[src/rtl/regfile_pkg.sv]
// rtl/regfile_pkg.sv - shared regfile constants, command codes and sequencer state type
package regfile_pkg;

    localparam int INDEX_WIDTH = 3;
    localparam int COM_WIDTH   = 4;

    localparam logic [INDEX_WIDTH-1:0] RV = 3'd5;
    localparam logic [INDEX_WIDTH-1:0] SP = 3'd6;
    localparam logic [INDEX_WIDTH-1:0] F  = 3'd7;

    localparam logic [COM_WIDTH-1:0] COM_NOP      = 4'h0;
    localparam logic [COM_WIDTH-1:0] COM_READA    = 4'h1;
    localparam logic [COM_WIDTH-1:0] COM_READB    = 4'h2;
    localparam logic [COM_WIDTH-1:0] COM_LATCHC   = 4'h3;
    localparam logic [COM_WIDTH-1:0] COM_LATCHSEL = 4'h4;
    localparam logic [COM_WIDTH-1:0] COM_LATCHRV  = 4'h7;
    localparam logic [COM_WIDTH-1:0] COM_LATCHSP  = 4'h8;
    localparam logic [COM_WIDTH-1:0] COM_LATCHF   = 4'h9;

    typedef enum logic [3:0] {
        SEQ_IDLE,
        SEQ_SEL_A,
        SEQ_READ_A,
        SEQ_SEL_B,
        SEQ_READ_B,
        SEQ_EXEC,
        SEQ_SEL_C,
        SEQ_LATCH_C,
        SEQ_LATCH_F,
        SEQ_DONE,
        SEQ_ABORT
    } seq_state_e;

endpackage

[src/rtl/regfile_sequencer.sv]
// rtl/regfile_sequencer.sv - expands one ALU instruction into the regfile command stream
module regfile_sequencer #(
    parameter int INDEX_WIDTH = regfile_pkg::INDEX_WIDTH,
    parameter int COM_WIDTH   = regfile_pkg::COM_WIDTH,
    parameter int TIMEOUT     = 64
) (
    input  logic                   clk,
    input  logic                   reset,
    input  logic                   i_valid,
    output logic                   o_ready,
    input  logic [INDEX_WIDTH-1:0] i_rs1,
    input  logic [INDEX_WIDTH-1:0] i_rs2,
    input  logic [INDEX_WIDTH-1:0] i_rd,
    input  logic                   i_use_rs2,
    input  logic                   i_write_flags,
    output logic [COM_WIDTH-1:0]   o_com,
    output logic [INDEX_WIDTH-1:0] o_sel,
    output logic                   o_alu_start,
    input  logic                   i_alu_done,
    output logic                   o_done,
    output logic                   o_error
);
    import regfile_pkg::*;

    localparam int CNT_W = $clog2(TIMEOUT + 1);

    seq_state_e             state_q, state_d;
    logic [CNT_W-1:0]       cnt_q, cnt_d;
    logic [INDEX_WIDTH-1:0] rs1_q, rs1_d;
    logic [INDEX_WIDTH-1:0] rs2_q, rs2_d;
    logic [INDEX_WIDTH-1:0] rd_q, rd_d;
    logic                   use_rs2_q, use_rs2_d;
    logic                   wflags_q, wflags_d;
    logic                   rd_special;
    logic                   rd_is_f;

    assign rd_is_f    = (rd_q == INDEX_WIDTH'(F));
    assign rd_special = (rd_q == INDEX_WIDTH'(RV)) || (rd_q == INDEX_WIDTH'(SP)) || rd_is_f;

    always_ff @(posedge clk) begin
        if (reset) begin
            state_q   <= SEQ_IDLE;
            cnt_q     <= '0;
            rs1_q     <= '0;
            rs2_q     <= '0;
            rd_q      <= '0;
            use_rs2_q <= 1'b0;
            wflags_q  <= 1'b0;
        end else begin
            state_q   <= state_d;
            cnt_q     <= cnt_d;
            rs1_q     <= rs1_d;
            rs2_q     <= rs2_d;
            rd_q      <= rd_d;
            use_rs2_q <= use_rs2_d;
            wflags_q  <= wflags_d;
        end
    end

    // Counter sits at zero outside EXEC, so it is already cleared on every EXEC entry.
    always_comb begin
        state_d     = state_q;
        cnt_d       = '0;
        rs1_d       = rs1_q;
        rs2_d       = rs2_q;
        rd_d        = rd_q;
        use_rs2_d   = use_rs2_q;
        wflags_d    = wflags_q;
        o_ready     = 1'b0;
        o_com       = COM_WIDTH'(COM_NOP);
        o_sel       = '0;
        o_alu_start = 1'b0;
        o_done      = 1'b0;
        o_error     = 1'b0;

        case (state_q)
            SEQ_IDLE: begin
                o_ready = 1'b1;
                if (i_valid) begin
                    rs1_d     = i_rs1;
                    rs2_d     = i_rs2;
                    rd_d      = i_rd;
                    use_rs2_d = i_use_rs2;
                    wflags_d  = i_write_flags;
                    state_d   = SEQ_SEL_A;
                end
            end
            SEQ_SEL_A: begin
                o_com   = COM_WIDTH'(COM_LATCHSEL);
                o_sel   = rs1_q;
                state_d = SEQ_READ_A;
            end
            SEQ_READ_A: begin
                o_com   = COM_WIDTH'(COM_READA);
                state_d = use_rs2_q ? SEQ_SEL_B : SEQ_EXEC;
            end
            SEQ_SEL_B: begin
                o_com   = COM_WIDTH'(COM_LATCHSEL);
                o_sel   = rs2_q;
                state_d = SEQ_READ_B;
            end
            SEQ_READ_B: begin
                o_com   = COM_WIDTH'(COM_READB);
                state_d = SEQ_EXEC;
            end
            SEQ_EXEC: begin
                o_alu_start = (cnt_q == '0);
                cnt_d       = cnt_q + 1'b1;
                if (i_alu_done) begin
                    state_d = rd_special ? SEQ_LATCH_C : SEQ_SEL_C;
                end else if (cnt_q == CNT_W'(TIMEOUT - 1)) begin
                    state_d = SEQ_ABORT;
                end
            end
            SEQ_SEL_C: begin
                o_com   = COM_WIDTH'(COM_LATCHSEL);
                o_sel   = rd_q;
                state_d = SEQ_LATCH_C;
            end
            SEQ_LATCH_C: begin
                if (rd_q == INDEX_WIDTH'(RV))      o_com = COM_WIDTH'(COM_LATCHRV);
                else if (rd_q == INDEX_WIDTH'(SP)) o_com = COM_WIDTH'(COM_LATCHSP);
                else if (rd_is_f)                  o_com = COM_WIDTH'(COM_LATCHF);
                else                               o_com = COM_WIDTH'(COM_LATCHC);
                // A result written to F already overwrites the flags; a second latch would clobber it.
                state_d = (wflags_q && !rd_is_f) ? SEQ_LATCH_F : SEQ_DONE;
            end
            SEQ_LATCH_F: begin
                o_com   = COM_WIDTH'(COM_LATCHF);
                state_d = SEQ_DONE;
            end
            SEQ_DONE: begin
                o_done  = 1'b1;
                state_d = SEQ_IDLE;
            end
            SEQ_ABORT: begin
                o_error = 1'b1;
                state_d = SEQ_IDLE;
            end
            default: state_d = SEQ_IDLE;
        endcase
    end

endmodule

[config.mk]
export PLATFORM = sky130hd
export DESIGN_NAME = regfile_sequencer
export DESIGN_NICKNAME = d
export VERILOG_FILES = /design/src/rtl/regfile_pkg.sv /design/src/rtl/regfile_sequencer.sv
export SDC_FILE = /design/constraint.sdc
export NUM_CORES = 1
export LEC_CHECK = 0
export ABC_CLOCK_PERIOD_IN_PS = 3160
export BUFFER_PORTS_ARGS = -buffer_cell sky130_fd_sc_hd__buf_2
export CAP_MARGIN = 20
export CORE_ASPECT_RATIO = 0.7
export CORE_MARGIN = 3
export CORE_UTILIZATION = 57
export DETAILED_ROUTE_END_ITERATION = 10
export PLACE_DENSITY = 0.83
export SYNTH_ARGS = -nofsm -noshare
export SYNTH_HDL_FRONTEND = slang
export SYNTH_SLANG_ARGS = --single-unit
[constraint.sdc]
create_clock -name clk -period 3.16 [get_ports clk]
set_input_delay 0.316 -clock clk [delete_from_list [all_inputs] [get_ports clk]]
set_output_delay 0.316 -clock clk [all_outputs]
set_load 0.1 [all_outputs]
==> results.sh <==
export IMPL_status="finished clean"
export IMPL_netlist_instances=153
export IMPL_holdBufCountCts=0
export IMPL_dp_final_hpwl_um=2120
export IMPL_ant_nets=0
export IMPL_hp_class="in2reg"
export IMPL_cp_arrival_ps=2160
export IMPL_layout_min_cycle_time_ps=2470
export IMPL_track_usage_pct=23.9
export IMPL_grt_pass1_wl_um=4820
export IMPL_yosys_area_top_type="dfxtp_1"
export IMPL_num_nets_final=192
export IMPL_final_common_cell="buf_2"
export IMPL_area_delta_synth_final_pct=13.5
export IMPL_antenna_found_initial=0
export IMPL_clock_sinks=22
export IMPL_cts_buffer_depth=2
export IMPL_relSlewSlack_pct=55.1
export IMPL_worstPathBufferInverterCount=1
export IMPL_fin_tns_setup_ps=0
export IMPL_cts_setup_buffers=0
export IMPL_overflow=0
export IMPL_hold_depth=3
export IMPL_wl_per_cell_um=14.7
export IMPL_final_area_mm2=0.00137
export IMPL_synth_seq_area_share_pct=36.6
export IMPL_vias=1179
export IMPL_cts_tree="built"
export IMPL_syn_nets=170
export IMPL_r2r_cells=4
export IMPL_hold_viol_final=0
export IMPL_reg2reg_slack_ps=1200
export IMPL_crit_family="flip-flops"
export IMPL_n_fill_cell=171
export IMPL_worstMarginPinSlew_ps=668
export IMPL_cts_buffers=3
export IMPL_place_congestion=0.892
export IMPL_p_leak_nw=0.556
export IMPL_drtPass1Iterations=4
export IMPL_cp_slowest_cell="dfxtp_1"
export IMPL_grt_max_degree=17
export IMPL_die_area_mm2=0.00271
export IMPL_synth_top_area_share_pct=36.6
export IMPL_finalClockSkew_ps=1.23
export IMPL_min_period_over_period_pct=78.2
export IMPL_setup_viol=0
export IMPL_power_density_mw_per_mm2=545
export IMPL_cap_violations=0
export IMPL_avgSynthCellArea_um2=7.88
export IMPL_num_rows=13
export IMPL_vias_per_cell=6.02
export IMPL_wl_um=2880
export IMPL_clkTransAtPathRegs_ps=120
export IMPL_final_cell_mix="buf_2 (25), nand2_1 (24), dfxtp_1 (22)"
export IMPL_synthTopCellsByArea="dfxtp_1 (37%), nand2_1 (7.5%), nand3_1 (7.1%)"
export IMPL_start_util_pct=62.8
export IMPL_cp_start_kind="flop"
export IMPL_portBuffers=25
export IMPL_irDropWorstVdd_mv=0.424
export IMPL_clk_latency_ps=310
export IMPL_antenna_cells=0
export IMPL_drive_gt1_share_pct=21.8
export IMPL_reg2reg_to="rs1_q[0]"
export IMPL_root_buffer="clkbuf_4"
export IMPL_route_detailed_drc=0
export IMPL_worstHoldStart="i_rs2[1]"
export IMPL_synth_cell_type_count=38
export IMPL_crit_required_ps=2840
export IMPL_die_h_um=44.5
export IMPL_drt_iter0_markers=107
export IMPL_post_route_util_pct=71.3
export IMPL_cp_cell_sequence="nand2b_1 > nor3_1 > a22oi_1 > nand2_1 > buf_2"
export IMPL_fp_coreArea_mm2=0.00192
export IMPL_ctsResizeCount=0
export IMPL_yosys_warnings=0
export IMPL_num_io_pins=26
export IMPL_grt_pass1_vias=1048
export IMPL_worst_setup_path_end_kind="output pin"
export IMPL_drv_slew=0
export IMPL_die_w_um=61.0
export IMPL_netlist_area_mm2=0.00120
export IMPL_grt_setup_unrepaired="false"
export IMPL_max_stage_delay_ps=670
export IMPL_crit_type="reg2out"
export IMPL_worstHoldEndpoint="rs2_q[1]"
export IMPL_dpl_cell_area_mm2=0.00132
export IMPL_htree_levels=1
export IMPL_synth_seq_cells=22
export IMPL_cp_max_fo=16
export IMPL_timing_fmax_mhz=405
export IMPL_reg2reg_from="state_q[1]"
[worst min-delay path, cell delays in order]
cell and delay [ps]:
buf_2 100, nand3_1 50, a21oi_1 50
[cells by family after synthesis]
logic type                 after synthesis  synth area share [%]
and+or+nand+nor                         78                  34.1
AOI/OAI and AO/OA                       33                  18.5
DFF                                     22                  36.6
buffers and inverters                   13                  5.09
xor gates and xnor gates                 4                  2.91
adders and majority gates                2                  2.08
muxes                                    1                 0.831
[metrics by stage]
step	setup WS, ps	instances	hold WS, ps	total power [mW]
2_1_floorplan	543	153	385	0.496
3_3_place_gp	1180	192	446	0.523
3_5_place_dp	1080	192	452	0.531
4_1_cts	704	196	232	0.748
5_1_grt	521	196	221	0.784
6_report	688	196	238	0.745
[report_power, final]
part / total (mW) / switching, mW / internal (mW)
combinational: 0.199 / 0.145 / 0.0546
sequential: 0.328 / 0.0326 / 0.295
clock: 0.218 / 0.0897 / 0.128
[final cells by class]
class	instances	area, um2	area share (%)
tap	22	27.5	2.01
clock inverter	1	30.0	2.20
clock buffer	3	22.5	1.65
inverter	5	18.8	1.37
timing repair buffer	25	125	9.15
sequential	22	440	32.2
multi-input combinational	118	703	51.4
[state kept, by name (all words and copies together), names as in the netlist]
signal / flops
wflags_q: 1
cnt_q: 7
state_q: 4
rd_q: 3
rs2_q: 3
use_rs2_q: 1
rs1_q: 3
[cell usage after synthesis]
cell type	count
dfxtp_1	22
nand3_4	1
mux2i_1	1
and4bb_1	1
nor4_1	1
xor2_1	3
o21bai_1	1
or2_2	1
xnor2_1	1
buf_4	2
a211oi_2	1
nor2_1	16
nand2b_1	7
inv_1	4
buf_2	4
o32ai_1	1
o21a_1	1
nand3_1	17
a41oi_1	1
o21ai_0	4
o2bb2ai_1	1
nor3_1	2
o22ai_1	2
nand3b_2	1
a31oi_1	2
nor2b_1	2
nand2_1	24
nor4_4	1
inv_2	1
a21oi_1	15
o311ai_4	1
and4b_1	1
or3_1	1
ha_1	2
a22oi_1	3
clkbuf_1	2
or3_2	1
nor3_2	1
[routing by layer]
layer	share of wire, %	vias up	track usage, %
met2	45	41	36.9
met1	46	552	33.5
met5	0	-	0
li1	-	579	-
met4	1.1	0	5.63
met3	7.6	7	6.12
[worst max-delay path by stage]
stage,start,end,slack [ps],cells after the start
5_1_grt,state_q[0],o_sel[1],520,5
6_report,state_q[0],o_sel[0],690,5
3_3_place_gp,state_q[0],o_sel[0],1180,5
4_1_cts,state_q[0],o_sel[0],700,5
3_5_place_dp,state_q[0],o_sel[0],1080,5
2_1_floorplan,state_q[0],o_com[1],540,3
No activity file was read; power rests on OpenSTA's default activity.
